$ cat src/rtl/uart_rx_pkg.sv
// Shared types and helpers for the 8N1 UART receive path.
package uart_rx_pkg;

    localparam int DATA_BITS   = 8;
    localparam int SYNC_STAGES = 2;

    typedef enum logic [2:0] {
        IDLE,
        START,
        DATA,
        STOP,
        WAIT_IDLE
    } rx_state_t;

    // Clock cycles per bit, rounded to the nearest integer.
    function automatic int calc_div(input int clk_hz, input int baud);
        return (clk_hz + baud / 2) / baud;
    endfunction

endpackage

$ cat src/rtl/sync_fifo.sv
// Single-clock first-word-fall-through FIFO with simultaneous push/pop.
module sync_fifo #(
    parameter int WIDTH = 8,
    parameter int DEPTH = 16
) (
    input  logic                     clk,
    input  logic                     reset,
    input  logic                     push,
    input  logic [WIDTH-1:0]         wr_data,
    input  logic                     pop,
    output logic [WIDTH-1:0]         rd_data,
    output logic                     full,
    output logic                     empty,
    output logic [$clog2(DEPTH):0]   count
);

    localparam int AW = $clog2(DEPTH);
    localparam logic [AW:0] FULL_CNT = (AW+1)'(DEPTH);

    logic [WIDTH-1:0] mem [DEPTH];
    logic [AW-1:0]    wr_ptr;
    logic [AW-1:0]    rd_ptr;
    logic             do_push;
    logic             do_pop;

    assign empty   = (count == '0);
    assign full    = (count == FULL_CNT);
    assign do_pop  = pop & ~empty;
    // A pop in the same cycle frees the slot a full-FIFO push needs.
    assign do_push = push & (~full | do_pop);
    assign rd_data = mem[rd_ptr];

    always_ff @(posedge clk) begin
        if (do_push) begin
            mem[wr_ptr] <= wr_data;
        end
    end

    always_ff @(posedge clk) begin
        if (reset) begin
            wr_ptr <= '0;
            rd_ptr <= '0;
            count  <= '0;
        end else begin
            if (do_push) begin
                wr_ptr <= wr_ptr + 1'b1;
            end
            if (do_pop) begin
                rd_ptr <= rd_ptr + 1'b1;
            end
            case ({do_push, do_pop})
                2'b10:   count <= count + 1'b1;
                2'b01:   count <= count - 1'b1;
                default: count <= count;
            endcase
        end
    end

endmodule

$ cat src/rtl/uart_rx_monitor.sv
// 8N1 UART receiver: synchronizer, start-edge detect, mid-bit sampling FSM
// and a FWFT byte buffer for the downstream consumer.
module uart_rx_monitor
    import uart_rx_pkg::*;
#(
    parameter int CLK_HZ     = 50_000_000,
    parameter int BAUD       = 115200,
    parameter int FIFO_DEPTH = 16
) (
    input  logic                          clk,
    input  logic                          reset,
    input  logic                          rxd,
    output logic [DATA_BITS-1:0]          rx_data,
    output logic                          rx_valid,
    input  logic                          rx_ready,
    output logic                          frame_err,
    output logic                          overrun,
    output logic                          busy,
    output logic [$clog2(FIFO_DEPTH):0]   fifo_count
);

    localparam int DIV   = calc_div(CLK_HZ, BAUD);
    localparam int HALF  = DIV / 2;
    localparam int CNT_W = $clog2(DIV);
    localparam int IDX_W = $clog2(DATA_BITS);

    logic                   sync_p0;
    logic                   sync_p1;
    logic                   prev_p2;
    logic [SYNC_STAGES-1:0] fill;
    logic                   fall;

    rx_state_t              state;
    logic [CNT_W-1:0]       cnt;
    logic                   expire;
    logic [IDX_W-1:0]       bit_idx;
    logic [DATA_BITS-1:0]   shreg;

    logic                   push;
    logic                   pop;
    logic                   fifo_full;
    logic                   fifo_empty;
    logic [DATA_BITS-1:0]   fifo_head;

    // Synchronizer and edge register. The edge register only holds a 1 once
    // the synchronizer carries real line data, so a line already low out of
    // reset never looks like a start edge.
    always_ff @(posedge clk) begin
        if (reset) begin
            sync_p0 <= 1'b1;
            sync_p1 <= 1'b1;
            prev_p2 <= 1'b0;
            fill    <= '0;
        end else begin
            sync_p0 <= rxd;
            sync_p1 <= sync_p0;
            fill    <= {fill[SYNC_STAGES-2:0], 1'b1};
            prev_p2 <= sync_p1 & fill[SYNC_STAGES-1];
        end
    end

    assign fall   = prev_p2 & ~sync_p1;
    assign expire = (cnt == '0);

    always_ff @(posedge clk) begin
        if (reset) begin
            state     <= IDLE;
            cnt       <= '0;
            bit_idx   <= '0;
            busy      <= 1'b0;
            frame_err <= 1'b0;
        end else begin
            frame_err <= 1'b0;
            case (state)
                IDLE: begin
                    if (fall) begin
                        state <= START;
                        cnt   <= CNT_W'(HALF - 1);
                        busy  <= 1'b1;
                    end
                end
                START: begin
                    if (!expire) begin
                        cnt <= cnt - 1'b1;
                    end else if (!sync_p1) begin
                        state   <= DATA;
                        cnt     <= CNT_W'(DIV - 1);
                        bit_idx <= '0;
                    end else begin
                        state <= IDLE;
                        busy  <= 1'b0;
                    end
                end
                DATA: begin
                    if (!expire) begin
                        cnt <= cnt - 1'b1;
                    end else begin
                        cnt     <= CNT_W'(DIV - 1);
                        bit_idx <= bit_idx + 1'b1;
                        if (bit_idx == IDX_W'(DATA_BITS - 1)) begin
                            state <= STOP;
                        end
                    end
                end
                STOP: begin
                    if (!expire) begin
                        cnt <= cnt - 1'b1;
                    end else if (sync_p1) begin
                        state <= IDLE;
                        busy  <= 1'b0;
                    end else begin
                        state     <= WAIT_IDLE;
                        frame_err <= 1'b1;
                    end
                end
                WAIT_IDLE: begin
                    if (sync_p1) begin
                        state <= IDLE;
                        busy  <= 1'b0;
                    end
                end
                default: begin
                    state <= IDLE;
                    busy  <= 1'b0;
                end
            endcase
        end
    end

    always_ff @(posedge clk) begin
        if (state == DATA && expire) begin
            shreg <= {sync_p1, shreg[DATA_BITS-1:1]};
        end
    end

    // Push on the stop sample itself so the byte lands on the same edge that
    // would raise frame_err or overrun.
    assign push = (state == STOP) & expire & sync_p1;
    assign pop  = rx_valid & rx_ready;

    always_ff @(posedge clk) begin
        if (reset) begin
            overrun <= 1'b0;
        end else begin
            overrun <= push & fifo_full & ~pop;
        end
    end

    sync_fifo #(
        .WIDTH (DATA_BITS),
        .DEPTH (FIFO_DEPTH)
    ) u_fifo (
        .clk     (clk),
        .reset   (reset),
        .push    (push),
        .wr_data (shreg),
        .pop     (pop),
        .rd_data (fifo_head),
        .full    (fifo_full),
        .empty   (fifo_empty),
        .count   (fifo_count)
    );

    assign rx_valid = ~fifo_empty;
    assign rx_data  = rx_valid ? fifo_head : '0;

endmodule

$ cat config.mk
export PLATFORM = sky130hd
export DESIGN_NAME = uart_rx_monitor
export DESIGN_NICKNAME = d
export VERILOG_FILES = /design/src/rtl/uart_rx_pkg.sv /design/src/rtl/sync_fifo.sv /design/src/rtl/uart_rx_monitor.sv
export SDC_FILE = /design/constraint.sdc
export NUM_CORES = 1
export LEC_CHECK = 0
export BUFFER_PORTS_ARGS = -buffer_cell sky130_fd_sc_hd__buf_2
export CORE_MARGIN = 10
export CORE_UTILIZATION = 50
export DETAILED_ROUTE_END_ITERATION = 8
export GPL_ROUTABILITY_DRIVEN = 0
export PLACE_DENSITY = 0.77
export SLEW_MARGIN = 20
export SYNTH_ARGS = -nofsm -noshare
export SYNTH_HDL_FRONTEND = slang
export SYNTH_HIERARCHICAL = 1
export SYNTH_SLANG_ARGS = --single-unit
$ cat constraint.sdc
create_clock -name clk -period 4.55 [get_ports clk]
set_clock_uncertainty 0.1 [all_clocks]
set_input_delay 0.6825 -clock clk [delete_from_list [all_inputs] [get_ports clk]]
set_output_delay 0.6825 -clock clk [all_outputs]
set_load 0.02 [all_outputs]
# After elaboration in Yosys (flattened, before gate mapping)

Memories as Yosys holds them, arrays and structs flattened. A register that Yosys moved wholly into a read port is not among the register bits.
Cells that the tools add are included.

$add $sub $neg: 6
Multiplexer cells: 31
Reduce and logical (&&, ||, !) cells: 13
Equality and inequality tests: 18
Bitwise gates (word level): 17

Operators with widths:

| cell                                                                  | number |
|---|---|
| 9-bit 2-to-1 mux                                                      | 5 |
| 9-bit case mux with 4 select lines                                    | 1 |
| 3-bit 2-to-1 mux                                                      | 10 |
| 2-bit != test, second input constant                                  | 8 |
| 3-bit case mux with 5 select lines                                    | 1 |
| 5-bit case mux with 2 select lines                                    | 1 |
| 1-bit AND                                                             | 9 |
| 9-bit zero test                                                       | 1 |
| 9-bit by 1-bit subtractor with 9-bit output, second input constant    | 1 |
| 4-bit by 1-bit adder with 4-bit output, second input constant         | 2 |
| 4-bit 2-to-1 mux                                                      | 2 |
| 8-bit 2-to-1 mux                                                      | 1 |
| 4-bit AND reduction                                                   | 2 |
| 1-bit 2-to-1 mux                                                      | 7 |
| 1-bit inverter                                                        | 7 |
| 3-bit by 2-bit equality test with 1-bit output, second input constant | 2 |
| 3-bit equality test, second input constant                            | 2 |
| 3-bit case mux with 2 select lines                                    | 1 |
| 6-bit AND reduction                                                   | 1 |
| 5-bit by 1-bit adder with 5-bit output, second input constant         | 1 |
| 5-bit equality test, second input constant                            | 1 |
| 5-bit zero test                                                       | 1 |
| 5-bit by 1-bit subtractor with 5-bit output, second input constant    | 1 |
| 1-bit case mux with 4 select lines                                    | 1 |
| 15 further kinds                                                      | 16 |

Input port bits: 4
Output and inout bits: 17
Flip-flop bits (word level): 44
Memory bits (writable): 128
Word-level logic and storage cells: 101
Memories: 1

Memories:

| name       | depth | bits a word | rd ports | clocked after memory_dff | wr ports | RTL line        | RTL |
|---|---|---|---|---|---|---|---|
| u_fifo.mem | 16    | 8           | 1        | 1                        | 1        | sync_fifo.sv:20 | `logic [WIDTH-1:0] mem [DEPTH];` |

# Logic depth before layout (Yosys ltp)

Gate-level depths: netlist of run 1.

Depth after elaboration: 8
Gate-level depth with buffers: 14
Depth with buffers taken out: 13

# Hierarchy

The synthesis of run 1 kept the hierarchy.

Modules (own cells, without submodules):

| module          | cells an instance | area an instance (um^2) | instances | seq. area each (um^2) |
|---|---|---|---|---|
| sync_fifo       | 325               | 5866.9                  | 1         | 4184.0 |
| uart_rx_monitor | 166               | 1502.7                  | 1         | 700.7 |

# Worst setup path after synthesis of run 1

OpenSTA, ideal clock, no wires.

Kind: reg2reg
Start point: reg u_fifo.count[3]
End point: reg u_fifo.count[4]
Setup slack: 1.163 ns
Required time: 4.316 ns
Path buffers: 1
Stages on the path, launching flop included: 13
Setup time: 0.134 ns
Period minus slack after synthesis: 3.387 ns
Data arrival time: 3.153 ns
Path through: dfxtp_1 or4_4 buf_6 nor2_1 nor2b_1 nor2b_1 o21ai_2 inv_2 ha_1 nand2b_1 o2bb2ai_1 a2111oi_0 or4_1

Cells in the longest elaborated chain, start to end: 8
Elaborated cells on any way between the ends: 14
Classes of those cells: add/sub: 2; eq/ne: 3; mux: 1; bitwise: 6; reduce/logical: 2

Ends and longest elaborated chain:

| what                                                                                  | RTL line               | RTL |
|---|---|---|
| start: declaration                                                                    | sync_fifo.sv:14        | `output logic [$clog2(DEPTH):0] count` |
| start signal: assignment                                                              | sync_fifo.sv:52        | `2'b10: count <= count + 1'b1;` |
| start signal: assignment                                                              | sync_fifo.sv:53        | `2'b01: count <= count - 1'b1;` |
| start signal: assignment                                                              | sync_fifo.sv:54        | `default: count <= count;` |
| 5-bit zero test *                                                                     | sync_fifo.sv:26        | `assign empty = (count == '0);` |
| net fifo_empty                                                                        | uart_rx_monitor.sv:42  | `logic fifo_empty;` |
| 1-bit inverter *                                                                      | uart_rx_monitor.sv:164 | `assign rx_valid = ~fifo_empty;` |
| 1-bit AND *                                                                           | uart_rx_monitor.sv:139 | `assign pop = rx_valid & rx_ready;` |
| net pop                                                                               | uart_rx_monitor.sv:40  | `logic pop;` |
| 1-bit AND *                                                                           | sync_fifo.sv:28        | `assign do_pop = pop & ~empty;` |
| 1-bit OR                                                                              | sync_fifo.sv:30        | `assign do_push = push & (~full \| do_pop);` |
| 1-bit AND                                                                             | sync_fifo.sv:30        |  |
| 2-bit by 1-bit equality test with 1-bit output or 2-bit equality test (tied branches) | sync_fifo.sv:51        | `case ({do_push, do_pop})` |
| 5-bit case mux with 2 select lines or 2-bit nonzero test (tied branches)              | --                     |  |

Mark *: on every way through the listed nets, which the timed path passes. The rest lies on a longest branch.
A chain may end at the register's enable or synchronous reset.

# Worst setup path after layout of run 1

Start point: reg cnt[0]
End point: reg u_fifo.count[4]

Cells in the longest elaborated chain, start to end: 6
Elaborated cells on any way between the ends: 8
Classes of those cells: eq/ne: 2; mux: 1; bitwise: 3; reduce/logical: 2

Ends and longest elaborated chain:

| what                                                                                  | RTL line               | RTL |
|---|---|---|
| start: declaration                                                                    | uart_rx_monitor.sv:34  | `logic [CNT_W-1:0] cnt;` |
| start signal: assignment                                                              | uart_rx_monitor.sv:78  | `cnt <= CNT_W'(HALF - 1);` |
| start signal: assignment                                                              | uart_rx_monitor.sv:84  | `cnt <= cnt - 1'b1;` |
| start signal: assignment                                                              | uart_rx_monitor.sv:87  | `cnt <= CNT_W'(DIV - 1);` |
| 9-bit zero test *                                                                     | uart_rx_monitor.sv:63  | `assign expire = (cnt == '0);` |
| 1-bit AND * (2 in series)                                                             | uart_rx_monitor.sv:138 | `assign push = (state == STOP) & expire & sync_p1;` |
| net push                                                                              | uart_rx_monitor.sv:39  | `logic push;` |
| 1-bit AND *                                                                           | sync_fifo.sv:30        |  |
| 2-bit by 1-bit equality test with 1-bit output or 2-bit equality test (tied branches) | sync_fifo.sv:51        |  |
| 5-bit case mux with 2 select lines or 2-bit nonzero test (tied branches)              | --                     |  |

Marks and branches as above.

==> reports/results.ini, run 1 <==
[synth]
ys_types=58
synth_edf_count=136
async_flop_share_pct=0
synthFlopType=edfxtp_1
synth-xor-area-share_pct=0.594
ys_ff_latch=176
synth_most_common_cell=edfxtp_1
synthCells=491
yosys-top-cells-count=edfxtp_1, dfxtp_1, nor2_1, mux4_2, a21oi_1
ys_seq_area_share_pct=66.3
syn_area_per_cell_um2=15.0
synth_compound_area_share_pct=7.49
synth_top_family_by_area=multiplexers
synthSimpleGateAreaFrac_pct=10.2
yosys_warnings=6
synth_top_cell_by_area=edfxtp_1
synthAdderAreaFrac_pct=2.28
syn-num-nets=507
netlist.area_leader.share_pct=55.4
synthesis.area_um2=7370
synth_area_leaders=edfxtp_1, dfxtp_1, mux4_2, ha_1, a22oi_1
synth_mux_area_share_pct=10.7

[clock_tree]
cts_root_buf=clkbuf_16
path_clk_slew_ns=0.06
cts.sinks=176
cts_buffer_depth=2
cts_tree=done
cts_buffers=17
htreeDepth=4
cts_hold_buffers=0
cts_resized=0
insertion_delay_ns=0.42
cts_setup_buffers=0

[drt]
first_iter_violations=342
dr.pass1.iters=4
drcViolationCount=0
routed_wl_mm=14.7
wl_per_cell_um=20.7
viasPerCell=6.01
ant_nets=0
vias=4275

[power_and_ir_drop]
power.density_nw_per_um2=420
peakVddDrop_mv=0.348
switchingPower_uw=840
p_leak_nw=2.81
intPower_mw=2.61
p_total_mw=3.45
pwr-share-comb_pct=10.1
p_clk_share_pct=38.6
p_seq_share_pct=51.3
switching_share_pct=24.4

[finish]
diodes=0
synthToLayoutAreaGrowth_pct=11.3
drive_above_1_share_pct=20.3
stdcell_area_um2=8200
fin_nets=531

[status]
status=completed

[critical_path]
worstPathCellList=inv_1 -> ha_1 -> nor4b_1 -> nand2_1 -> nor3_1 -> buf_4 -> nor2b_1 -> o21ai_2 -> inv_2 -> ha_1 -> o2bb2ai_1 -> a2111oi_0 -> or4_1
cpMostUsedCell=ha_1
startpoint_type=flop
cp_max_fo=11
path_class=flop to flop
endpoint_kind=flop
required_ns=4.74
crit_arrival_ns=3.72
cpMaxStageDelayCell=or4_1
slowest_delay_ns=0.54
reg2reg_depth=13

[timing]
hold_viol_final=0
period_needed_ns=3.53
relSlewSlack_pct=46.0
period_share_pct=77.5
rsz0062_at_grt=false
setup_viol=0
drv_slew=0
tns_ns=0
max_freq_mhz=284
max_slew.worst_pin.slew_ns=0.808

[die]
die_area_um2=20000
initial_utilization_pct=50.9
rows=44
ios=21
die_height_um=141
core-area_um2=14500
dieWidth_um=141

[global_routing]
grt_pass1_vias=4336
grt_pass1_wl_mm=23.6
grt_max_degree=34
track_usage_pct=15.1
overflow=0
antenna_found_initial=0

[hold_path]
hold_class=flop to flop
hold_path_depth=1

[place]
dp_hpwl_mm=9.13
io_buffers=20
dpl_cell_area_um2=7660

[flow_run]
drv_cap=0

-- cells in the final DEF (no fill, tap or decap), types with 4 or more instances in the layout --
cell,count
a21oi_1,19
nand3_1,7
nand2b_1,5
clkbuf_16,17
inv_6,4
nor3b_1,4
mux4_2,32
o2111ai_1,4
buf_4,9
inv_1,18
mux2i_1,7
o21a_1,5
ha_1,11
clkinv_1,4
nand2_1,18
nor2_1,34
or4b_1,4
nor2b_1,14
or2_2,4
buf_2,20
o21ai_0,16
nor3_1,8
edfxtp_1,136
and3_1,5
a22oi_1,17
nor4_1,8
and2_1,5
o21ai_2,4
dfxtp_1,39
-- path summary, 6_finish.rpt --
path                            slack [ns]     from               to
worst max-delay path                  1.02   cnt[0]  u_fifo/count[4]
worst min-delay path                  0.32  sync_p0          sync_p1
worst max register to register        1.02   cnt[0]  u_fifo/count[4]
worst min register to register        0.32  sync_p0          sync_p1
-- routing by layer --
layer	track usage, %	routed length, µm	vias to the layer above
li1	-	-	1948
met1	19.4	6300	2164
met2	23.7	7330	151
met3	5.01	942	12
met4	5.00	170	0
met5	0	0	-
-- through the flow --
step | hold slack (ns) | instances | worst slack, ns | utilization (%)
global placement | 0.293 | 680 | 1.29 | 52.9
global route | 0.324 | 711 | 0.844 | 56.7
detailed placement | 0.302 | 680 | 1.10 | 52.9
CTS | 0.317 | 711 | 1.05 | 56.7
floorplan | 0.289 | 491 | 1.16 | -
finish | 0.316 | 711 | 1.02 | 56.7
-- power groups by stage --
stage | Combinational, mW | Sequential (mW) | Clock, mW
CTS | 0.349 | 1.77 | 1.36
global route | 0.384 | 1.77 | 1.43
floorplan | 0.266 | 1.79 | 0
global placement | 0.334 | 1.80 | 0
finish | 0.350 | 1.77 | 1.33
detailed placement | 0.344 | 1.80 | 0
-- worst max-delay path, delay by kind of cell (launching register included) --
family                   cells  cell delay, ns
buffers and inverters        3            0.40
AO/OA/AOI/OAI                3            0.48
AND/OR/NAND/NOR              5            1.50
flip-flops                   1            0.36
adder cells (fa/ha/maj)      2            0.57
-- area by class of cell --
type,instances,area (µm²)
tap,184,230
fill,1088,6280
timing repair buffer,29,168
clock inverter,14,114
multi-input combinational,272,2310
clock buffer,17,425
inverter,19,71.3
sequential,176,4890
-- sequential cells by signal (all words and copies together), names as in the netlist, named ones only --
name           cells
u_fifo/mem       128
cnt                9
shreg              8
u_fifo/count       5
u_fifo/rd_ptr      4
u_fifo/wr_ptr      4
bit_idx            3
state              3
fill               2
busy               1
frame_err          1
overrun            1
prev_p2            1
sync_p0            1
sync_p1            1
-- logic make-up (layout without fill, tap and decap cells) --
kind of cell,count (synthesis),in the layout
adders and majority gates,13,13
DFF,176,176
buffers and inverters,43,79
xor gates and xnor gates,5,5
AOI/OAI and AO/OA,81,81
and+or+nand+nor,134,134
muxes,39,39
(Power assumes the default switching activity.)
==> run 2: changes to the inputs <==
--- a/config.mk
+++ b/config.mk
@@ -10,7 +10,7 @@
 export CORE_UTILIZATION = 50
 export DETAILED_ROUTE_END_ITERATION = 8
 export GPL_ROUTABILITY_DRIVEN = 0
-export PLACE_DENSITY = 0.77
+export PLACE_DENSITY = 0.8
 export SLEW_MARGIN = 20
 export SYNTH_ARGS = -nofsm -noshare
 export SYNTH_HDL_FRONTEND = slang
==> constraint.sdc (replaced) <==
create_clock -name clk -period 3.2 [get_ports clk]
set_clock_uncertainty 0.1 [all_clocks]
set_input_delay 0.48 -clock clk [delete_from_list [all_inputs] [get_ports clk]]
set_output_delay 0.48 -clock clk [all_outputs]
set_load 0.02 [all_outputs]
==> reports/results.ini, run 2 (synthesis gave the netlist of run 1 again) <==
[timing]
relSlewSlack_pct=51.3
drv_slew=0
max_slew.worst_pin.slew_ns=0.727
period_share_pct=96.4
max_freq_mhz=324
hold_viol_final=0
setup_viol=0
period_needed_ns=3.08

[power_and_ir_drop]
switchingPower_mw=1.26
peakVddDrop_mv=0.369
p_leak_nw=2.91
power.density_nw_per_um2=600
p_clk_share_pct=38.8
intPower_mw=3.77
pwr-share-comb_pct=11.6
switching_share_pct=25.1
p_seq_share_pct=49.6

[critical_path]
reg2reg_depth=11
startpoint_type=flop
required_ns=3.40
endpoint_kind=flop
path_class=flop to flop
cp_max_fo=11
crit_arrival_ns=3.28
worst-r2r-setup-slack_ns=0.12

[hold_path]
hold_path_depth=2
hold_class=primary input to flop

[finish]
layout_common_cells=edfxtp_1, dfxtp_1, nor2_1, mux4_2, buf_4
fin_nets=544
layout_commonest_cell=edfxtp_1
largest_registers=u_fifo/mem (128), cnt (9), shreg (8)
synthToLayoutAreaGrowth_pct=13.6
fillers=1075
drive_above_1_share_pct=23.7
finish.utilization_pct=57.8
diodes=0
largest_reg_flops=128
regMostFlops=u_fifo/mem
final_cells=724

[global_routing]
grt_max_degree=34
grt_pass1_wl_mm=24.2
track_usage_pct=15.7
overflow=0
antenna_found_initial=0
grt_pass1_vias=4536

[clock_tree]
cts_buffers=17
htreeDepth=4
cts_root_buf=clkbuf_16
cts_tree=done
path_clk_slew_ns=0.06
insertion_delay_ns=0.42
cts_setup_buffers=0
cts_hold_buffers=0
cts.sinks=176
cts_buffer_depth=2

[drt]
drcViolationCount=0
dr.pass1.iters=5
vias=4371
ant_nets=0
wl_per_cell_um=21.2
first_iter_violations=433
routed_wl_mm=15.4
viasPerCell=6.04

[die]
core-area_um2=14500
die_area_um2=20000
rows=44
ios=21
initial_utilization_pct=50.9
die_height_um=141
dieWidth_um=141

[place]
dp_hpwl_mm=9.77
io_buffers=20
dpl.cell_count=693

[status]
status=completed

[flow_run]
drv_cap=0

==> run 2: changes by cell type in the layout (fill, tap and decap cells not counted), moves of 2 or more <==
| cell | before | now |
|---|---|---|
| clkinv_1 | 4 | 2 |
| buf_4 | 9 | 21 |
| inv_8 | 0 | 3 |
| inv_6 | 4 | 2 |
==> run 2: layer usage <==
| metal | track usage (%) | up-vias | part of all wire, % |
|---|---|---|---|
| met5 | 0 | - | 0 |
| met4 | 5.81 | 0 | 1.9 |
| met3 | 5.24 | 29 | 7.5 |
| met2 | 26.7 | 181 | 51 |
| met1 | 18.1 | 2181 | 40 |
| li1 | - | 1980 | - |
==> run 2: worst paths after layout <==
check,startpoint,endpoint
worst max-delay path,u_fifo/count[3],u_fifo/count[4]
worst min-delay path,rxd,sync_p0
worst max register to register,u_fifo/count[3],u_fifo/count[4]
worst min register to register,sync_p0,sync_p1
==> run 2: worst max-delay path, cell delays in order (launching register included) <==
cell and delay [ns]:
dfxtp_1 0.36, or4_4 0.67, nor2_4 0.12, nor2b_1 0.07, nor2b_1 0.14, o21ai_2 0.09, inv_2 0.13, ha_1 0.32
nand2b_1 0.15, o2bb2ai_2 0.16, a2111oi_0 0.10, or4_1 0.55
==> run 2: what timing repair did <==
item / in CTS / in global routing
resized for setup: 1 / 6
setup endpoints to repair: 1 / 23
hold endpoints to repair: 0 / 0
==> run 2: cell type report <==
class	instances	area [µm²]	area share [%]
tap	184	230	2.75
multi-input combinational	272	2350	28.1
clock buffer	17	425	5.08
inverter	19	71.3	0.852
clock inverter	14	130	1.55
sequential	176	4890	58.4
timing repair buffer	42	278	3.32
==> run 2: through the flow <==
| step | setup WS [ns] | setup TNS, ns | power, mW | hold WS [ns] | cell area (µm²) |
|---|---|---|---|---|---|
| floorplan | 0.0916 | 0 | 2.92 | 0.289 | 7380 |
| global placement | 0.168 | 0 | 3.07 | 0.297 | 7780 |
| detailed placement | 0.0354 | 0 | 3.09 | 0.296 | 7780 |
| CTS | 0.0785 | 0 | 5.04 | 0.121 | 8340 |
| global route | -0.0308 | -0.0308 | 5.23 | 0.139 | 8370 |
| finish | 0.115 | 0 | 5.03 | 0.136 | 8370 |
==> run 2: power by group through the flow <==
stage	sequential, mW	clock (mW)	combinational, mW
final	2.49	1.95	0.585
after global routing	2.50	2.09	0.643
after CTS	2.49	1.98	0.567
after detailed placement	2.54	0	0.554
after global placement	2.54	0	0.539
after floorplan	2.54	0	0.385
==> run 3: changes to the inputs <==
--- a/config.mk
+++ b/config.mk
@@ -10,7 +10,7 @@
 export CORE_UTILIZATION = 50
 export DETAILED_ROUTE_END_ITERATION = 8
 export GPL_ROUTABILITY_DRIVEN = 0
-export PLACE_DENSITY = 0.8
+export PLACE_DENSITY = 0.77
 export SLEW_MARGIN = 20
 export SYNTH_ARGS = -nofsm -noshare
 export SYNTH_HDL_FRONTEND = slang
==> constraint.sdc (replaced) <==
create_clock -name clk -period 3.6 [get_ports clk]
set_clock_uncertainty 0.1 [all_clocks]
set_input_delay 0.54 -clock clk [delete_from_list [all_inputs] [get_ports clk]]
set_output_delay 0.54 -clock clk [all_outputs]
set_load 0.02 [all_outputs]
==> reports/results.ini, run 3 (synthesis gave the netlist of run 1 again) <==
[drt]
first_iter_violations=420
dr.pass1.iters=4
ant_nets=0
routed_wl_mm=14.5
wl_per_cell_um=20.4
drcViolationCount=0
vias=4273
viasPerCell=6.00

[finish]
diodes=0
layout_commonest_cell=edfxtp_1
finish.utilization_pct=56.7
layout_common_cells=edfxtp_1, dfxtp_1, nor2_1, mux4_2, buf_2
drive_above_1_share_pct=20.6
largest_reg_flops=128
multi_input_area_um2=2310
stdcell_area_um2=8200
regArea_um2=4890
synthToLayoutAreaGrowth_pct=11.3
fin_nets=531
fillers=1095
regMostFlops=u_fifo/mem
final_cells=712
largest_registers=u_fifo/mem (128), cnt (9), shreg (8)

[critical_path]
worstPathCellList=or4_4 -> nor2_1 -> nor2b_1 -> nor2b_1 -> o21ai_2 -> fa_1 -> nand2b_1 -> o2bb2ai_1 -> nor3b_1 -> or4_1
startpoint_type=flop
cp_max_fo=10
path_class=flop to flop
required_ns=3.80
slowest_delay_ns=0.55
endpoint_kind=flop
cpMostUsedCell=nor2b_1
cpLargestDelayFamily=simple AND/OR/NAND/NOR gates
crit_arrival_ns=3.53
cpMaxStageDelayCell=nor2b_1
path_buf_inv=0

[timing]
tns_ns=0
max_freq_mhz=300
finalWorstSetupSlack_ns=0.268
period_needed_ns=3.33
period_share_pct=92.6
hold_viol_final=0
max_slew.worst_pin.slew_ns=0.784
drv_slew=0
setup_viol=0
fin_hold_ws_ns=0.202
relSlewSlack_pct=47.5
rsz0062_at_grt=false

[hold_path]
hold_class=primary input to flop

[clock_tree]
htreeDepth=4
cts_buffer_depth=2
cts_root_buf=clkbuf_16
cts.sinks=176
cts_buffers=17
cts_setup_buffers=0
insertion_delay_ns=0.42
path_clk_slew_ns=0.06
cts_tree=done

[global_routing]
grt_pass1_wl_mm=23.3
track_usage_pct=14.9
met2_usage_pct=23.9
overflow=0
grt_max_degree=34
grt_pass1_vias=4327
grt_busiest_layer=met2
use_met1_pct=19.1
use_met3_pct=3.47
antenna_found_initial=0

[place]
dp_hpwl_mm=9.35
io_buffers=20
place_worst_setup_slack_ns=0.340
dpl_cell_area_um2=7680
dpl.cell_count=680

[power_and_ir_drop]
p_total_mw=4.31
peakVddDrop_mv=0.461
power.density_nw_per_um2=525
p_leak_nw=2.81

[flow_run]
drv_cap=0

[die]
die_area_um2=20000
initial_utilization_pct=50.9
core-area_um2=14500
ios=21
die_height_um=141
dieWidth_um=141
rows=44

[status]
status=completed

[run 3: cell types whose count changed in the layout (fill, tap and decap cells not counted), moves of 2 or more]
cell,previous run,this run
inv_8,3,0
buf_4,21,8
clkinvlp_4,3,1
clkinv_2,2,4
clkbuf_1,0,2
clkinv_4,1,3
[run 3: cell type report]
type	instances	share of cell area, %
clock inverter	13	1.07
multi-input combinational	272	28.2
sequential	176	59.6
clock buffer	19	5.28
timing repair buffer	29	2.20
tap	184	2.81
inverter	19	0.869
[run 3: timing repair]
action / CTS / global route
resized for setup: 0 / 1
hold buffers: 0 / 0
setup endpoints to repair: 0 / 1
[run 3: per-layer routing]
metal / vias up / wire length [µm]
li1: 1956 / -
met1: 2127 / 6310
met2: 165 / 7110
met3: 25 / 866
met4: 0 / 264
met5: - / 0
[run 3: path summary, 6_finish.rpt]
check,start,to,slack (ns),depth (start not counted)
min,rxd,sync_p0,0.20,2
max reg2reg,u_fifo/count[0],u_fifo/count[4],0.27,10
max,u_fifo/count[0],u_fifo/count[4],0.27,10
min reg2reg,sync_p0,sync_p1,0.31,1
[run 3: report_power, final]
| part | internal, mW | switching [mW] | leakage, nW |
|---|---|---|---|
| registers | 2.18 | 0.0482 | 1.55 |
| clock network | 0.880 | 0.737 | 0.257 |
| logic | 0.181 | 0.280 | 1.01 |
